`config.mk`:
```
export PLATFORM = sky130hd
export DESIGN_NAME = uart_tx_arbiter
export DESIGN_NICKNAME = d
export VERILOG_FILES = /design/src/rtl/uart_tx_arbiter.sv
export SDC_FILE = /design/constraint.sdc
export NUM_CORES = 1
export LEC_CHECK = 0
export BUFFER_PORTS_ARGS = -buffer_cell sky130_fd_sc_hd__buf_2
export CAP_MARGIN = 5
export CELL_PAD_IN_SITES_DETAIL_PLACEMENT = 0
export CELL_PAD_IN_SITES_GLOBAL_PLACEMENT = 1
export CORE_MARGIN = 2
export CORE_UTILIZATION = 35
export CTS_BUF_LIST = sky130_fd_sc_hd__clkbuf_16
export DETAILED_ROUTE_END_ITERATION = 8
export PLACE_DENSITY = 0.71
export SLEW_MARGIN = 20
export SYNTH_ARGS = -nofsm -noshare
export SYNTH_HDL_FRONTEND = slang
export SYNTH_SLANG_ARGS = --single-unit
```
`constraint.sdc`:
```
create_clock -name clk_50_mhz -period 4.6 [get_ports clk_50_mhz]
set_input_delay 0.92 -clock clk_50_mhz [delete_from_list [all_inputs] [get_ports clk_50_mhz]]
set_output_delay 0.92 -clock clk_50_mhz [all_outputs]
set_load 0.02 [all_outputs]
```
`src/rtl/uart_tx_arbiter.sv`:
```
// ---------------------------------------------------------------------------
// uart_tx_arbiter
//
// Shares one byte-wide uart transmitter between N_REQ byte-stream
// requesters. Ownership is handed out round-robin, one packet at a time. A
// grant is held until the owner's last byte has gone out, or until the owner
// has left its valid low for TIMEOUT cycles while it could have sent. After
// every byte the arbiter waits GAP_CYCLES cycles before it accepts another.
// This gives the uart time to raise tx_busy before the next byte is offered.
//
// Optional build macro: UART_ARB_TAG_EN
//   When defined, each granted packet is preceded by a tag byte
//   8'hA0 | requester_index.
//
// Ports:
//   clk_50_mhz     clock, shared with the uart instance
//   rst            synchronous, active-high reset
//   req_valid      per-requester byte valid
//   req_data       per-requester byte; requester i on [8i+7:8i]
//   req_last       final byte of a packet, qualified by req_valid
//   req_ready      combinational byte accept (at most one bit high)
//   grant          one-hot current owner; zero when idle
//   uart_din       byte to the uart
//   uart_wr_en     one-cycle write strobe to the uart
//   uart_tx_busy   uart transmitter busy
//   arb_busy       arbiter is not idle
//   timeout_pulse  one-cycle pulse when a grant is revoked by timeout
// ---------------------------------------------------------------------------
module uart_tx_arbiter #(
  parameter int N_REQ      = 2,
  parameter int GAP_CYCLES = 16,
  parameter int TIMEOUT    = 1024
) (
  input  logic               clk_50_mhz,
  input  logic               rst,
  input  logic [N_REQ-1:0]   req_valid,
  input  logic [8*N_REQ-1:0] req_data,
  input  logic [N_REQ-1:0]   req_last,
  output logic [N_REQ-1:0]   req_ready,
  output logic [N_REQ-1:0]   grant,
  output logic [7:0]         uart_din,
  output logic               uart_wr_en,
  input  logic               uart_tx_busy,
  output logic               arb_busy,
  output logic               timeout_pulse
);

  localparam int IDX_W = (N_REQ > 1) ? $clog2(N_REQ) : 1;
  localparam int GAP_W = $clog2(GAP_CYCLES);
  localparam int TO_W  = $clog2(TIMEOUT);

  localparam logic [IDX_W-1:0] LAST_IDX = IDX_W'(N_REQ - 1);
  localparam logic [GAP_W-1:0] GAP_LOAD = GAP_W'(GAP_CYCLES - 1);
  localparam logic [TO_W-1:0]  TO_MAX   = TO_W'(TIMEOUT - 1);

  typedef enum logic [1:0] {
    ST_IDLE = 2'd0,
    ST_SEND = 2'd1,
`ifdef UART_ARB_TAG_EN
    ST_GAP  = 2'd2,
    ST_TAG  = 2'd3
`else
    ST_GAP  = 2'd2
`endif
  } state_t;

  state_t           state_q,     state_d;
  logic [N_REQ-1:0] grant_q,     grant_d;
  logic [IDX_W-1:0] last_idx_q,  last_idx_d;
  logic             last_flag_q, last_flag_d;
  logic [GAP_W-1:0] gap_cnt_q,   gap_cnt_d;
  logic [TO_W-1:0]  to_cnt_q,    to_cnt_d;
  logic [7:0]       din_q,       din_d;
  logic             wr_en_q,     wr_en_d;
  logic             timeout_q,   timeout_d;

  logic             g_valid;
  logic             g_last;
  logic [7:0]       g_data;
  logic             xfer;
  logic             pick_found;
  logic [IDX_W-1:0] pick_idx;
  logic [IDX_W-1:0] cand;

  // Saturating increment for the idle-cycle counter.
  function automatic logic [TO_W-1:0] to_inc(input logic [TO_W-1:0] c);
    return (c == TO_MAX) ? c : c + TO_W'(1);
  endfunction

  // last_idx_q always names the current owner while a grant is held.
  always_comb begin
    g_valid = 1'b0;
    g_last  = 1'b0;
    g_data  = '0;
    for (int i = 0; i < N_REQ; i++) begin
      if (last_idx_q == IDX_W'(i)) begin
        g_valid = req_valid[i];
        g_last  = req_last[i];
        g_data  = req_data[8*i +: 8];
      end
    end
  end

  // Round-robin search starting one past the previous owner, with wrap.
  always_comb begin
    pick_found = 1'b0;
    pick_idx   = LAST_IDX;
    cand       = last_idx_q;
    for (int k = 0; k < N_REQ; k++) begin
      cand = (cand == LAST_IDX) ? '0 : cand + IDX_W'(1);
      if (!pick_found && req_valid[cand]) begin
        pick_found = 1'b1;
        pick_idx   = cand;
      end
    end
  end

  always_comb begin
    req_ready = '0;
    if (state_q == ST_SEND && !uart_tx_busy) begin
      req_ready = grant_q;
    end
  end

  assign xfer = (state_q == ST_SEND) && !uart_tx_busy && g_valid;

  always_comb begin
    state_d     = state_q;
    grant_d     = grant_q;
    last_idx_d  = last_idx_q;
    last_flag_d = last_flag_q;
    gap_cnt_d   = gap_cnt_q;
    to_cnt_d    = to_cnt_q;
    din_d       = din_q;
    wr_en_d     = 1'b0;
    timeout_d   = 1'b0;
    case (state_q)
      ST_IDLE: begin
        if (pick_found) begin
          grant_d    = {{(N_REQ-1){1'b0}}, 1'b1} << pick_idx;
          last_idx_d = pick_idx;
          to_cnt_d   = '0;
`ifdef UART_ARB_TAG_EN
          state_d    = ST_TAG;
`else
          state_d    = ST_SEND;
`endif
        end
      end
      ST_SEND: begin
        if (xfer) begin
          din_d       = g_data;
          wr_en_d     = 1'b1;
          last_flag_d = g_last;
          gap_cnt_d   = GAP_LOAD;
          to_cnt_d    = '0;
          state_d     = ST_GAP;
        end else if (!g_valid) begin
          // Only an absent owner counts; a busy uart never starves a grant.
          if (to_cnt_q == TO_MAX) begin
            timeout_d = 1'b1;
            grant_d   = '0;
            to_cnt_d  = '0;
            state_d   = ST_IDLE;
          end else begin
            to_cnt_d = to_inc(to_cnt_q);
          end
        end
      end
      ST_GAP: begin
        if (gap_cnt_q == '0) begin
          if (last_flag_q) begin
            grant_d = '0;
            state_d = ST_IDLE;
          end else begin
            to_cnt_d = '0;
            state_d  = ST_SEND;
          end
        end else begin
          gap_cnt_d = gap_cnt_q - GAP_W'(1);
        end
      end
`ifdef UART_ARB_TAG_EN
      ST_TAG: begin
        if (!uart_tx_busy) begin
          din_d       = 8'hA0 | {{(8-IDX_W){1'b0}}, last_idx_q};
          wr_en_d     = 1'b1;
          last_flag_d = 1'b0;
          gap_cnt_d   = GAP_LOAD;
          state_d     = ST_GAP;
        end
      end
`endif
      default: begin
        grant_d = '0;
        state_d = ST_IDLE;
      end
    endcase
  end

  always_ff @(posedge clk_50_mhz) begin
    if (rst) begin
      state_q     <= ST_IDLE;
      grant_q     <= '0;
      last_idx_q  <= LAST_IDX;
      last_flag_q <= 1'b0;
      gap_cnt_q   <= '0;
      to_cnt_q    <= '0;
      din_q       <= '0;
      wr_en_q     <= 1'b0;
      timeout_q   <= 1'b0;
    end else begin
      state_q     <= state_d;
      grant_q     <= grant_d;
      last_idx_q  <= last_idx_d;
      last_flag_q <= last_flag_d;
      gap_cnt_q   <= gap_cnt_d;
      to_cnt_q    <= to_cnt_d;
      din_q       <= din_d;
      wr_en_q     <= wr_en_d;
      timeout_q   <= timeout_d;
    end
  end

  assign grant         = grant_q;
  assign uart_din      = din_q;
  assign uart_wr_en    = wr_en_q;
  assign timeout_pulse = timeout_q;
  assign arb_busy      = (state_q != ST_IDLE);

endmodule

```
Word-level counts from Yosys, hierarchy flattened
Cells that the tools add are included.

storage, ports and cells
  bits in registers = 30
  output and inout port bits = 15
  logic and storage cells = 87

cells by class
  add/subtract/negate cells = 4
  $lt $le $gt $ge = 2
  equal/unequal tests = 14
  shift operators = 1
  mux-type cells = 38
  bitwise logic cells = 1
  reductions and logical operators = 18

operators with widths
  kind                                                                           count
  10-bit two-way mux                                                             6
  10-bit case mux with 3 select lines                                            1
  2-bit two-way mux                                                              10
  2-bit != test (second input constant)                                          8
  1-bit two-way mux                                                              15
  2-bit case mux with 3 select lines                                             2
  10-bit by 1-bit adder with 10-bit output (second input constant)               1
  10-bit == test (second input constant)                                         1
  4-bit two-way mux                                                              2
  8-bit two-way mux                                                              1
  4-bit case mux with 2 select lines                                             1
  6-bit AND reduction                                                            1
  5-bit AND reduction                                                            1
  4-bit logical NOT                                                              1
  1-bit by 2-bit less-than comparator with 1-bit output (second input constant)  2
  2-bit AND reduction                                                            2
  4-bit AND reduction                                                            1
  2-bit nonzero test                                                             2
  4-bit OR reduction                                                             1
  4-bit by 1-bit subtractor with 4-bit output (second input constant)            1
  1-bit logical AND                                                              3
  3-bit by 2-bit != test with 1-bit output (second input constant)               1
  3-bit != test (second input constant)                                          1
  3-bit AND reduction                                                            1
  10 further kinds                                                               12

Depth between registers and ports, before layout
  depth after elaboration = 11
  mapped depth = 7

Least setup slack after synthesis
No wires, ideal clock.

  path type = input-to-output
  from = in uart_tx_busy
  to = out req_ready[0]
  arrival time = 1.653 ns
  data required time = 3.680 ns
  path slack = 2.027 ns
  cell stages on the path = 2
  path through = clkbuf_1 > nor3b_1

between the ends
  longest elaborated chain between the ends = 3

RTL lines
  what                RTL line  source
  start: declaration  43        input logic uart_tx_busy,
  1-bit logical NOT   120       if (state_q == ST_SEND && !uart_tx_busy) begin
  1-bit logical AND   120
  2-bit two-way mux   120
  end: declaration    39        output logic [N_REQ-1:0] req_ready,

Every way passes these cells.

Worst setup path after layout
  from = reg last_idx_q
  to = reg to_cnt_q[3]

between the ends
  longest elaborated chain between the ends = 10

RTL lines
  what                                                                          RTL line  source
  start: declaration                                                            69        logic [IDX_W-1:0] last_idx_q, last_idx_d;
  start signal: assignment                                                      215       last_idx_q <= last_idx_d;
  1-bit adder                                                                   110       cand = (cand == LAST_IDX) ? '0 : cand + IDX_W'(1);
  1-bit two-way mux                                                             110
  1-bit adder or 1-bit two-way mux (tied branches)                              110, 111
  1-bit two-way mux, on equally long branches                                   110, 111
  1-bit two-way mux (implied by the code)                                       111       if (!pick_found && req_valid[cand]) begin
  1-bit two-way mux (implied by the code) or 1-bit logical NOT (tied branches)  111
  1-bit logical AND                                                             111
  1-bit two-way mux                                                             111
  2-bit != test (no source line)                                                --
  5-bit AND reduction (no source line)                                          --
  end signal: assignment                                                        218       to_cnt_q <= to_cnt_d;
  end: declaration                                                              72        logic [TO_W-1:0] to_cnt_q, to_cnt_d;

Several ways; a longest one is shown, not always the timed one. The select of a mux whose other input is x is not followed.
A chain may end at the register's enable or synchronous reset.

==> flow_metrics.env <==
export IMPL_cts_tree="yes"
export IMPL_fin_tns_setup_ps=0
export IMPL_maxSlewViolCount=0
export IMPL_final_cell_mix="37 x buf_2, 30 x dfxtp_1, 24 x nor2_1"
export IMPL_wl_per_cell_um=12.67
export IMPL_ctsHoldBuffers=0
export IMPL_ir_drop_uv=166.7
export IMPL_synth_cells=190
export IMPL_postSynthAreaPerCell_um2=8.245
export IMPL_insertion_delay_ps=270
export IMPL_ys_seq_area_share_pct=38.34
export IMPL_period_minus_slack_ps=2507
export IMPL_core_area_um2=4324
export IMPL_final_common_cell="buf_2"
export IMPL_cp_max_fo=15
export IMPL_drc=0
export IMPL_synth_async_reset_ratio_pct=0
export IMPL_cp_required_ps=4770
export IMPL_vias=1408
export IMPL_routed_via_density=5.196
export IMPL_dr_pass1_iters=4
export IMPL_max_freq_ghz=0.3988
export IMPL_startpoint_type="flip-flop"
export IMPL_power_density_nw_per_um2=371.7
export IMPL_synth_top_area_share_pct=38.34
export IMPL_floorplan_die_area_um2=5027
export IMPL_status="complete, no violations"
export IMPL_clock_sinks=30
export IMPL_arrival_ps=2680
export IMPL_routed_wl_um=3433
export IMPL_fin_nets=245
export IMPL_timing_slew_headroom_pct=43.26
export IMPL_fin_total_pwr_uw=699.4
export IMPL_die_w_um=70.90
export IMPL_numCtsBuffers=5
export IMPL_worst_setup_path_type="flip-flop to flip-flop"
export IMPL_diodes=0
export IMPL_drv_cap=0
export IMPL_cts_root_buffer_cell="clkbuf_16"
export IMPL_row_count=24
export IMPL_ctsHtreeMaxLevel=2
export IMPL_grt_max_degree=35
export IMPL_antenna_found_initial=0
export IMPL_synth_seq_cells=30
export IMPL_die_h_um=70.90
export IMPL_synth_nets=215
export IMPL_synth_edff_count=0
export IMPL_grt_pass1_wl_um=6072
export IMPL_rsz0062_at_grt="no"
export IMPL_cts_setup_buffers=0
export IMPL_worst_setup_path_end_kind="flip-flop"
export IMPL_drive_gt1_share_pct=21.92
export IMPL_num_io_pins=38
export IMPL_drtIter0Drc=83
export IMPL_place_hpwl_um=2387
export IMPL_start_util_pct=36.23
export IMPL_portBuffers=37
export IMPL_finalSetupViolations=0
export IMPL_synth_area_leaders="dfxtp_1 38%, mux2i_1 6.4%, a21oi_1 5.8%, nor2_1 5.8%, a211oi_1 5.3%"
export IMPL_hold_path_class="flip-flop to flip-flop"
export IMPL_fin_skew_ps=4.925
export IMPL_yosysTopAreaCell="dfxtp_1"
export IMPL_routabilityCongestion=0.7976
export IMPL_clk_path_buf_depth=2
export IMPL_tightestPinTransition_ps=851.1
export IMPL_track_usage_pct=15.16
export IMPL_hold_viol=0
export IMPL_yosys_warnings=0
export IMPL_power_leakage_nw=0.7513
export IMPL_ctsResizeCount=0
export IMPL_area_growth_pct=20.13
export IMPL_fin_crit_sh_pct=54.51
export IMPL_synth_ff_type="dfxtp_1"
export IMPL_grt_pass1_vias=1343
export IMPL_gr_total_overflow=0
export IMPL_final_antenna_net_count=0
export IMPL_cts_clk_slew_worst_paths_ps=50
export IMPL_syn_area_um2=1567
export IMPL_ys_types=40
[stage by stage]
stage                     setup slack [ps]  area, um^2  utilization, %  hold WS, ps  std cells
final                                 2093        1882           43.52        467.2        271
after global routing                  1798        1882           43.52        508.0        271
after CTS                             2151        1876           43.37        468.8        271
after detailed placement              1934        1747           40.39        462.2        265
after global placement                1955        1747           40.39        470.7        265
after floorplan                       2027        1567               -        449.2        190
[path summary, 6_finish.rpt]
kind / startpoint / slack [ps] / endpoint / cells past startpoint
max reg2reg: last_idx_q / 2090 / to_cnt_q[3] / 5
min reg2reg: to_cnt_q[1] / 470 / to_cnt_q[1] / 2
min: to_cnt_q[1] / 470 / to_cnt_q[1] / 2
max: last_idx_q / 2090 / to_cnt_q[3] / 5
[Yosys cell counts (2+ instances only)]
| library cell | number |
|---|---|
| dfxtp_1 | 30 |
| nor2_1 | 24 |
| a21oi_1 | 18 |
| a211oi_1 | 11 |
| nand2_1 | 11 |
| clkbuf_1 | 10 |
| mux2i_1 | 10 |
| nor3_1 | 8 |
| nand3_1 | 7 |
| o21ai_0 | 7 |
| inv_1 | 5 |
| nand2b_1 | 3 |
| nand4b_1 | 3 |
| nor2b_1 | 3 |
| or3_1 | 3 |
| or4_1 | 3 |
| a31oi_1 | 2 |
| buf_2 | 2 |
| buf_6 | 2 |
| ha_1 | 2 |
| nand3b_1 | 2 |
| nand4_1 | 2 |
| nor3b_1 | 2 |
| o32ai_1 | 2 |
| or2_2 | 2 |
| xor2_1 | 2 |
[cells by family after synthesis]
logic type	count (synthesis)	synth area share, %
AO/OA/AOI/OAI	49	20.05
buffers and inverters	19	5.671
adder cells (fa/ha/maj)	2	1.597
multiplexers	11	7.348
AND/OR/NAND/NOR	76	25.32
flip-flops	30	38.34
XOR/XNOR	3	1.678
[state kept, by name (all words and copies together) (netlist names)]
name and flops:
gap_cnt_q 4, grant 2, last_flag_q 1, last_idx_q 1
state_q 2, timeout_pulse 1, to_cnt_q 10, uart_din 8
uart_wr_en 1
[metal layers]
| layer | global-route usage [%] | part of all wire, % | up-vias |
|---|---|---|---|
| met4 | 7.547 | 1.1 | 0 |
| li1 | - | - | 747 |
| met2 | 22.43 | 44 | 42 |
| met5 | 0 | 0 | - |
| met3 | 5.413 | 6.0 | 4 |
| met1 | 19.53 | 49 | 615 |
[power breakdown]
part	total (mW)	switching [mW]	internal [mW]
Clock	0.295	0.104	0.191
Sequential	0.291	0.0164	0.275
Combinational	0.113	0.0656	0.0474
Total	0.699	0.186	0.513
[layout make-up]
class / count / area, um^2
timing repair buffer: 37 / 185.2
multi-input combinational: 141 / 883.3
inverter: 5 / 18.77
tap: 52 / 65.06
fill: 472 / 2442
clock buffer: 5 / 125.1
clock inverter: 1 / 3.754
sequential: 30 / 600.6
[worst max-delay path, stage by stage (launching register included)]
cell and delay (ps):
dfxtp_1 740, mux2i_1 590, o21ai_2 230, nor2_1 360
nand2_1 150, o41ai_1 320
Power figures use the tool's default switching activity.
